[config.mk]
export PLATFORM = sky130hd
export DESIGN_NAME = demod_avg_decim
export DESIGN_NICKNAME = d
export VERILOG_FILES = /design/src/rtl/demod_avg_decim.sv
export SDC_FILE = /design/constraint.sdc
export NUM_CORES = 1
export LEC_CHECK = 0
export CAP_MARGIN = 20
export CORE_MARGIN = 5
export CORE_UTILIZATION = 60
export DETAILED_ROUTE_END_ITERATION = 16
export PLACE_DENSITY = 0.78
export SLEW_MARGIN = 20
export SYNTH_ARGS = -nofsm -noshare
export SYNTH_HDL_FRONTEND = slang
export SYNTH_SLANG_ARGS = --single-unit
[constraint.sdc]
create_clock -name clk_in -period 10.1 [get_ports clk_in]
set_clock_uncertainty 0.05 [all_clocks]
set_input_delay 3.03 -clock clk_in [delete_from_list [all_inputs] [get_ports clk_in]]
set_output_delay 3.03 -clock clk_in [all_outputs]
set_load 0.05 [all_outputs]
[src/rtl/demod_avg_decim.sv]
// Boxcar average over the last 2^LOG2_LEN accepted samples with runtime decimation.
// One registered stage: accepted sample at edge k updates dout/dout_valid at edge k.
module demod_avg_decim #(
  parameter int DATA_WIDTH  = 12,
  parameter int LOG2_LEN    = 4,
  parameter int DECIM_WIDTH = 8
) (
  input  logic                         clk_in,
  input  logic                         RST,
  input  logic [DECIM_WIDTH-1:0]       DECIM,
  input  logic                         din_valid,
  input  logic signed [DATA_WIDTH-1:0] din,
  output logic signed [DATA_WIDTH-1:0] dout,
  output logic                         dout_valid,
  output logic                         filled
);

  localparam int N      = 1 << LOG2_LEN;
  localparam int ACC_W  = DATA_WIDTH + LOG2_LEN;
  localparam int FILL_W = LOG2_LEN + 1;

  // Window mean, floor rounding; N-sample sums of DATA_WIDTH values always fit back.
  function automatic logic signed [DATA_WIDTH-1:0] avg_out(input logic signed [ACC_W-1:0] s);
    avg_out = DATA_WIDTH'(s >>> LOG2_LEN);
  endfunction

  function automatic logic [DECIM_WIDTH-1:0] eff_decim(input logic [DECIM_WIDTH-1:0] d);
    eff_decim = (d == '0) ? DECIM_WIDTH'(1) : d;
  endfunction

  logic signed [DATA_WIDTH-1:0] r_buf [N];
  logic [LOG2_LEN-1:0]          r_wr_ptr;
  logic signed [ACC_W-1:0]      r_acc;
  logic [FILL_W-1:0]            r_fill_cnt;
  logic                         r_filled;
  logic [DECIM_WIDTH-1:0]       r_decim_r;
  logic [DECIM_WIDTH-1:0]       r_decim_cnt;
  logic signed [DATA_WIDTH-1:0] r_dout_p1;
  logic                         r_vld_p1;

  logic signed [DATA_WIDTH-1:0] w_old;
  logic signed [ACC_W-1:0]      w_new_acc;
  logic                         w_last_fill;
  logic                         w_slot_end;
  logic                         w_emit;

  assign w_old       = r_buf[r_wr_ptr];
  assign w_new_acc   = r_acc + ACC_W'(din) - ACC_W'(w_old);
  assign w_last_fill = (r_fill_cnt == FILL_W'(N - 1));
  assign w_slot_end  = (r_decim_cnt == (r_decim_r - DECIM_WIDTH'(1)));
  // The sample completing the first window always emits, whatever the slot count.
  assign w_emit      = din_valid && (r_filled ? w_slot_end : w_last_fill);

  // Stage p1: window update, fill tracking, decimation and output registers
  always_ff @(posedge clk_in) begin
    if (RST) begin
      for (int i = 0; i < N; i++) r_buf[i] <= '0;
      r_wr_ptr    <= '0;
      r_acc       <= '0;
      r_fill_cnt  <= '0;
      r_filled    <= 1'b0;
      r_decim_r   <= eff_decim(DECIM);
      r_decim_cnt <= '0;
      r_dout_p1   <= '0;
      r_vld_p1    <= 1'b0;
    end else begin
      r_vld_p1 <= w_emit;
      if (din_valid) begin
        r_buf[r_wr_ptr] <= din;
        r_acc           <= w_new_acc;
        r_wr_ptr        <= r_wr_ptr + LOG2_LEN'(1);
        if (!r_filled) begin
          r_fill_cnt <= r_fill_cnt + FILL_W'(1);
          if (w_last_fill) r_filled <= 1'b1;
        end
        if (w_emit) begin
          r_dout_p1   <= avg_out(w_new_acc);
          r_decim_cnt <= '0;
          r_decim_r   <= eff_decim(DECIM);
        end else if (r_filled) begin
          r_decim_cnt <= r_decim_cnt + DECIM_WIDTH'(1);
        end
      end
    end
  end

  assign dout       = r_dout_p1;
  assign dout_valid = r_vld_p1;
  assign filled     = r_filled;

endmodule

==> impl_metrics.py, run 1 <==
metrics = {
    "run_status": {
        "outcome": "complete, no violations",
    },
    "critical_path": {
        "slowest_stage": "clkdlybuf4s50_1",
        "startpoint_type": "input pin",
        "path_class": "input pin to register",
        "required_ns": 10.43,
        "worstSetupEndpointType": "register",
        "critPathMaxFanout": 17,
        "crit_buf_inv": 3,
        "path_cells": "clkdlybuf4s50_1, inv_1, fa_1, inv_1, fa_1, a21o_1, a221oi_1, o21ai_1, a31oi_1, mux2_2, nand3_1, a21oi_1",
        "crit_arrival_ns": 6.80,
        "cpPeakStageDelay_ns": 0.77,
        "critPathTopFamily": "compound AO/OA/AOI/OAI gates",
    },
    "die": {
        "ios": 37,
        "initial_core_util_pct": 61.0,
        "die-height_um": 153,
        "fp.dieArea_um2": 23500,
        "die_w_um": 153,
        "num_rows": 52,
        "core_area_um2": 20200,
    },
    "yosys": {
        "yosys_warnings": 0,
        "synth_cell_types": 53,
        "synth_most_common_cell": "edfxtp_1",
        "synth.area.top_cells": "edfxtp_1, mux4_2, and3_1",
        "ys_seq_area_share_pct": 56.9,
        "synthTopCellsByCount": "edfxtp_1, and3_1, clkbuf_1",
        "async_reset_ff_share_pct": 0,
        "synth_flop_cell": "edfxtp_1",
        "synth.top_cell.area_share_pct": 48.7,
        "avgSynthCellArea_um2": 13.3,
        "syn_nets": 990,
        "synth_edf_count": 200,
        "synth_area_leader_cell": "edfxtp_1",
        "synth-seq-cells": 251,
        "syn_inst": 927,
        "synth_area_um2": 12300,
    },
    "cells_and_area": {
        "fill_cells": 1399,
        "n_antenna_cell": 0,
        "final_core_util_pct": 67.5,
        "finalNetCount": 983,
        "drive_gt1_share_pct": 13.4,
        "syn_to_final_growth_pct": 10.7,
    },
    "sta": {
        "max_freq_mhz": 155,
        "rsz0062_at_grt": "false",
        "fin_crit_ns": 6.47,
        "setup_viol": 0,
        "finalMaxSlewViolations": 0,
        "slew_headroom_pct": 41.7,
        "period_share_pct": 64.0,
        "hold_viol": 0,
        "worst_pin_slew_ns": 0.873,
        "setup_tns_ns": 0,
    },
    "route": {
        "dr.pass1.iters": 5,
        "route.detailed.drc": 0,
        "wl_per_cell_um": 22.9,
        "vias": 7460,
        "antenna_left": 0,
        "drt_wl_total_mm": 27.6,
        "vias_per_cell": 6.17,
        "drt-initial-drc-count": 655,
    },
    "placed_design": {
        "place_hpwl_mm": 15.7,
        "gp_congestion": 0.818,
        "port_buffers": 36,
    },
    "clocking": {
        "cts_tree": "done",
        "holdBufCountCts": 0,
        "clock_sinks": 251,
        "clkTransAtPathRegs_ns": 0.06,
        "clock_latency_ns": 0.53,
        "clockRootBuffer": "clkbuf_16",
        "postCtsSetupRepairBufs": 0,
        "cts_buffers": 27,
        "cts_buffer_depth": 3,
        "cts-resized-gates": 0,
        "cts-htree-levels": 1,
    },
    "power_and_ir_drop": {
        "power_leakage_nw": 5.82,
        "p_per_area_nw_per_um2": 209,
        "ir_drop_uv": 147,
    },
    "grt": {
        "gr-total-overflow": 0,
        "grt_pass1_wl_mm": 43.3,
        "grt_pass1_vias": 7615,
        "track_usage_pct": 23.5,
        "antenna_found_initial": 0,
        "grt_max_degree": 62,
    },
    "job": {
        "drv_cap": 0,
    },
    "min_path": {
        "hp-class": "register to register",
    },
}
==> cell type report <==
type                    count  area, um^2  share of cell area (%)
clock inverters            17         158                    1.15
clock buffers              31         691                    5.05
flip-flops and latches    251        7030                    51.5
well taps                 270         338                    2.47
repair buffers             49         453                    3.31
multi-input cells         533        4780                    35.0
inverters                  58         218                    1.59
==> path summary, 6_finish.rpt <==
path	startpoint	end	slack, ns	cells after the start
worst min register to register	r_acc[12]$_SDFFE_PP0P_	r_acc[12]$_SDFFE_PP0P_	0.43	2
worst max-delay path	din[1]	dout[10]$_SDFFE_PP0P_	3.63	12
worst max register to register	register	dout[10]$_SDFFE_PP0P_	4.82	13
worst min-delay path	r_acc[12]$_SDFFE_PP0P_	r_acc[12]$_SDFFE_PP0P_	0.43	2
==> per-layer routing <==
layer | vias up | GRT usage [%] | wire, um | share of wire [%]
met5 | - | 0 | 0 | 0
met4 | 0 | 5.13 | 559 | 2.0
met3 | 48 | 3.99 | 1930 | 7.0
met2 | 283 | 42.4 | 14600 | 53
met1 | 3694 | 30.1 | 10500 | 38
li1 | 3435 | - | - | -
==> cell families (layout without fill, tap and decap cells) <==
kind of cell	Yosys count	count (layout)	share of synthesized area, %
buf+inv	143	155	4.49
mux	83	83	12.8
xor+xnor	34	34	2.41
compound gates	70	70	4.05
fa+ha+maj	40	40	4.97
simple gates	306	306	14.3
flops	251	251	56.9
==> where the power goes <==
group	total (mW)	internal, mW	leakage (nW)	switching, mW
clock	0.954	0.564	0.423	0.391
combinational	0.693	0.293	2.91	0.400
sequential	1.21	1.17	2.48	0.0315
==> state kept, by name, indices dropped and copies added (netlist names), named ones only <==
signal       flops
r_buf          192
r_decim_cnt      8
filled           1
dout_valid       1
r_decim_r        8
r_fill_cnt       5
dout            12
r_acc           16
r_wr_ptr         4
==> through the flow <==
| step | worst slack, ns | hold slack, ns | instances | cell area [um^2] | total power [mW] |
|---|---|---|---|---|---|
| after CTS | 3.67 | 0.436 | 1209 | 13700 | 2.86 |
| after detailed placement | 3.13 | 0.426 | 1161 | 12800 | 1.91 |
| after global routing | 3.37 | 0.459 | 1209 | 13700 | 2.99 |
| final | 3.63 | 0.433 | 1209 | 13700 | 2.85 |
| after global placement | 3.23 | 0.419 | 1161 | 12800 | 1.89 |
| after floorplan | 4.13 | 0.400 | 927 | 12300 | 1.75 |
==> worst reg2reg max path: stages (launching register included) <==
cell	delay, ns
dfxtp_4	0.63
buf_4	0.61
mux4_2	0.58
mux4_2	0.52
fa_1	0.51
inv_1	0.07
fa_1	0.47
a21o_1	0.22
a221oi_1	0.42
o21ai_1	0.21
a31oi_1	0.31
mux2_2	0.38
nand3_1	0.08
a21oi_1	0.06
==> placed cells by master, fill, tap and decap left out, types with 4 or more instances in the layout <==
cell type        netlist  layout
nand4_1                7       7
a211oi_1               4       4
xor2_1                13      13
clkdlybuf4s50_1        0      35
buf_4                  0      13
clkbuf_1              73       4
nand2_1               15      15
clkbuf_16              0      27
and3_1               195     195
mux2i_1               22      22
fa_1                  15      15
xnor2_1               21      21
o21ai_0                6       6
nand2b_1               7       7
edfxtp_1             200     200
clkinv_1               0       5
ha_1                  25      25
inv_1                 58      58
nor2_1                47      47
clkinv_2               0       8
o21a_1                 5       5
dfxtp_1               51      49
a21oi_1               16      16
nand3_1                7       7
a21o_1                22      22
mux4_2                60      60
nor3_1                 5       4
No activity file was read; power rests on OpenSTA's default activity.
==> inputs of run 2 (changes only) <==
--- a/config.mk
+++ b/config.mk
@@ -7,9 +7,9 @@
 export LEC_CHECK = 0
 export CAP_MARGIN = 20
 export CORE_MARGIN = 5
-export CORE_UTILIZATION = 60
+export CORE_UTILIZATION = 56
 export DETAILED_ROUTE_END_ITERATION = 16
-export PLACE_DENSITY = 0.78
+export PLACE_DENSITY = 0.76
 export SLEW_MARGIN = 20
 export SYNTH_ARGS = -nofsm -noshare
 export SYNTH_HDL_FRONTEND = slang
==> constraint.sdc (replaced) <==
create_clock -name clk_in -period 5.5 [get_ports clk_in]
set_clock_uncertainty 0.05 [all_clocks]
set_input_delay 1.65 -clock clk_in [delete_from_list [all_inputs] [get_ports clk_in]]
set_output_delay 1.65 -clock clk_in [all_outputs]
set_load 0.05 [all_outputs]
==> impl_metrics.py, run 2 (same netlist as run 1, synthesis figures left out) <==
metrics = {
    "run_status": {
        "outcome": "complete, no violations",
    },
    "grt": {
        "antenna_found_initial": 0,
        "grt_pass1_vias": 7596,
        "grt_pass1_wl_mm": 43.5,
        "grt_max_degree": 61,
        "gr-total-overflow": 0,
        "track_usage_pct": 23.0,
    },
    "cells_and_area": {
        "fill_cells": 1631,
        "regMostFlops": "r_buf",
        "layout_commonest_cell": "edfxtp_1",
        "final_core_util_pct": 63.7,
        "drive_gt1_share_pct": 15.0,
        "largest_register_ffs": 192,
        "regArea_um2": 7030,
        "syn_to_final_growth_pct": 12.2,
        "multi_input_area_um2": 4780,
        "finalNetCount": 1000,
        "final_area_um2": 13800,
        "n_antenna_cell": 0,
        "final_cell_mix": "edfxtp_1, and3_1, mux4_2, inv_1, dfxtp_1",
    },
    "critical_path": {
        "rrSetupSlack_ns": 0.82,
        "path_class": "input pin to register",
        "required_ns": 5.84,
        "startpoint_type": "input pin",
        "reg2regPathDepth": 13,
        "r2r-end": "r_acc[15]$_SDFFE_PP0P_",
        "crit_arrival_ns": 5.14,
        "critPathMaxFanout": 8,
        "worstSetupEndpointType": "register",
    },
    "route": {
        "drt_wl_total_mm": 28.2,
        "drt-initial-drc-count": 710,
        "dr.pass1.iters": 6,
        "wl_per_cell_um": 22.8,
        "vias_per_cell": 6.18,
        "antenna_left": 0,
        "route.detailed.drc": 0,
        "vias": 7649,
    },
    "sta": {
        "finalMaxSlewViolations": 0,
        "setup_tns_ns": 0,
        "slew_headroom_pct": 31.5,
        "fin_crit_ns": 4.80,
        "rsz0062_at_grt": "false",
        "period_share_pct": 87.2,
        "setup_viol": 0,
        "max_freq_mhz": 208,
        "hold_viol": 0,
        "worst_pin_slew_ns": 1.03,
    },
    "placed_design": {
        "place_hpwl_mm": 17.4,
        "port_buffers": 36,
        "placed_area_um2": 13000,
        "gp_congestion": 0.835,
    },
    "job": {
        "drv_cap": 0,
    },
    "die": {
        "die-height_um": 158,
        "ios": 37,
        "core_area_um2": 21800,
        "fp.dieArea_um2": 25100,
        "die_w_um": 158,
        "initial_core_util_pct": 56.7,
        "num_rows": 54,
    },
    "clocking": {
        "postCtsSetupRepairBufs": 0,
        "clock_sinks": 251,
        "cts_buffers": 27,
        "holdBufCountCts": 0,
        "cts_tree": "done",
        "clockRootBuffer": "clkbuf_16",
        "clkTransAtPathRegs_ns": 0.06,
        "clock_latency_ns": 0.54,
        "cts_buffer_depth": 3,
        "cts-resized-gates": 0,
        "cts-htree-levels": 1,
    },
    "min_path": {
        "min_path_cells": 2,
        "hp-class": "register to register",
        "min_to": "r_acc[12]$_SDFFE_PP0P_",
        "hp-start": "r_acc[12]$_SDFFE_PP0P_",
    },
    "power_and_ir_drop": {
        "power_leakage_nw": 5.91,
        "p_per_area_nw_per_um2": 380,
        "ir_drop_uv": 252,
    },
}
## run 2: cell count changes in the layout (fill, tap and decap cells not counted)
cell / change
bufinv_16: -2
clkinvlp_4: +1
buf_12: +3
buf_4: +14
clkbuf_8: +4
clkbuf_2: +1
clkinv_2: -4
inv_16: +1
## run 2: stage by stage
step	hold WS, ns	setup slack (ns)	cells	power, mW
final	0.432	0.703	1237	5.27
after global routing	0.453	0.542	1237	5.53
after CTS	0.437	0.768	1237	5.28
after detailed placement	0.426	0.221	1188	3.55
after global placement	0.417	0.279	1188	3.52
after floorplan	0.400	0.457	927	3.21
## run 2: worst max-delay path by stage
stage,depth (start not counted),from,to
6_report,12,din[1],dout[10]$_SDFFE_PP0P_
5_1_grt,13,din[1],r_acc[10]$_SDFFE_PP0P_
3_3_place_gp,12,din[1],dout[10]$_SDFFE_PP0P_
4_1_cts,12,din[1],dout[10]$_SDFFE_PP0P_
3_5_place_dp,12,din[1],dout[10]$_SDFFE_PP0P_
2_1_floorplan,14,register,r_acc[14]$_SDFFE_PP0P_
## run 2: final cells by class
cell class | count | share of cell area (%)
clock buffer | 36 | 5.42
timing repair buffer | 66 | 4.46
multi-input combinational | 533 | 34.5
tap | 280 | 2.53
inverter | 58 | 1.57
sequential | 251 | 50.8
clock inverter | 13 | 0.759
## run 2: layer usage
layer | wire [um] | up-vias | GRT usage (%)
met5 | 0 | - | 0
met4 | 766 | 0 | 6.66
met3 | 2110 | 56 | 3.72
met2 | 14000 | 308 | 38.5
met1 | 11300 | 3821 | 31.4
li1 | - | 3464 | -
## run 2: critical path, stage by stage
cell             delay (ns)
clkdlybuf4s50_1        0.63
inv_1                  0.16
fa_1                   0.55
inv_1                  0.06
fa_1                   0.45
a21o_1                 0.21
a221oi_1               0.36
o21ai_1                0.17
a31oi_1                0.33
mux2_2                 0.39
nand3_1                0.09
a21oi_1                0.07
## run 2: power breakdown
group,total [mW],switching [mW],internal [mW]
sequential,2.21,0.0538,2.16
combinational,1.32,0.751,0.569
clock,1.74,0.728,1.01
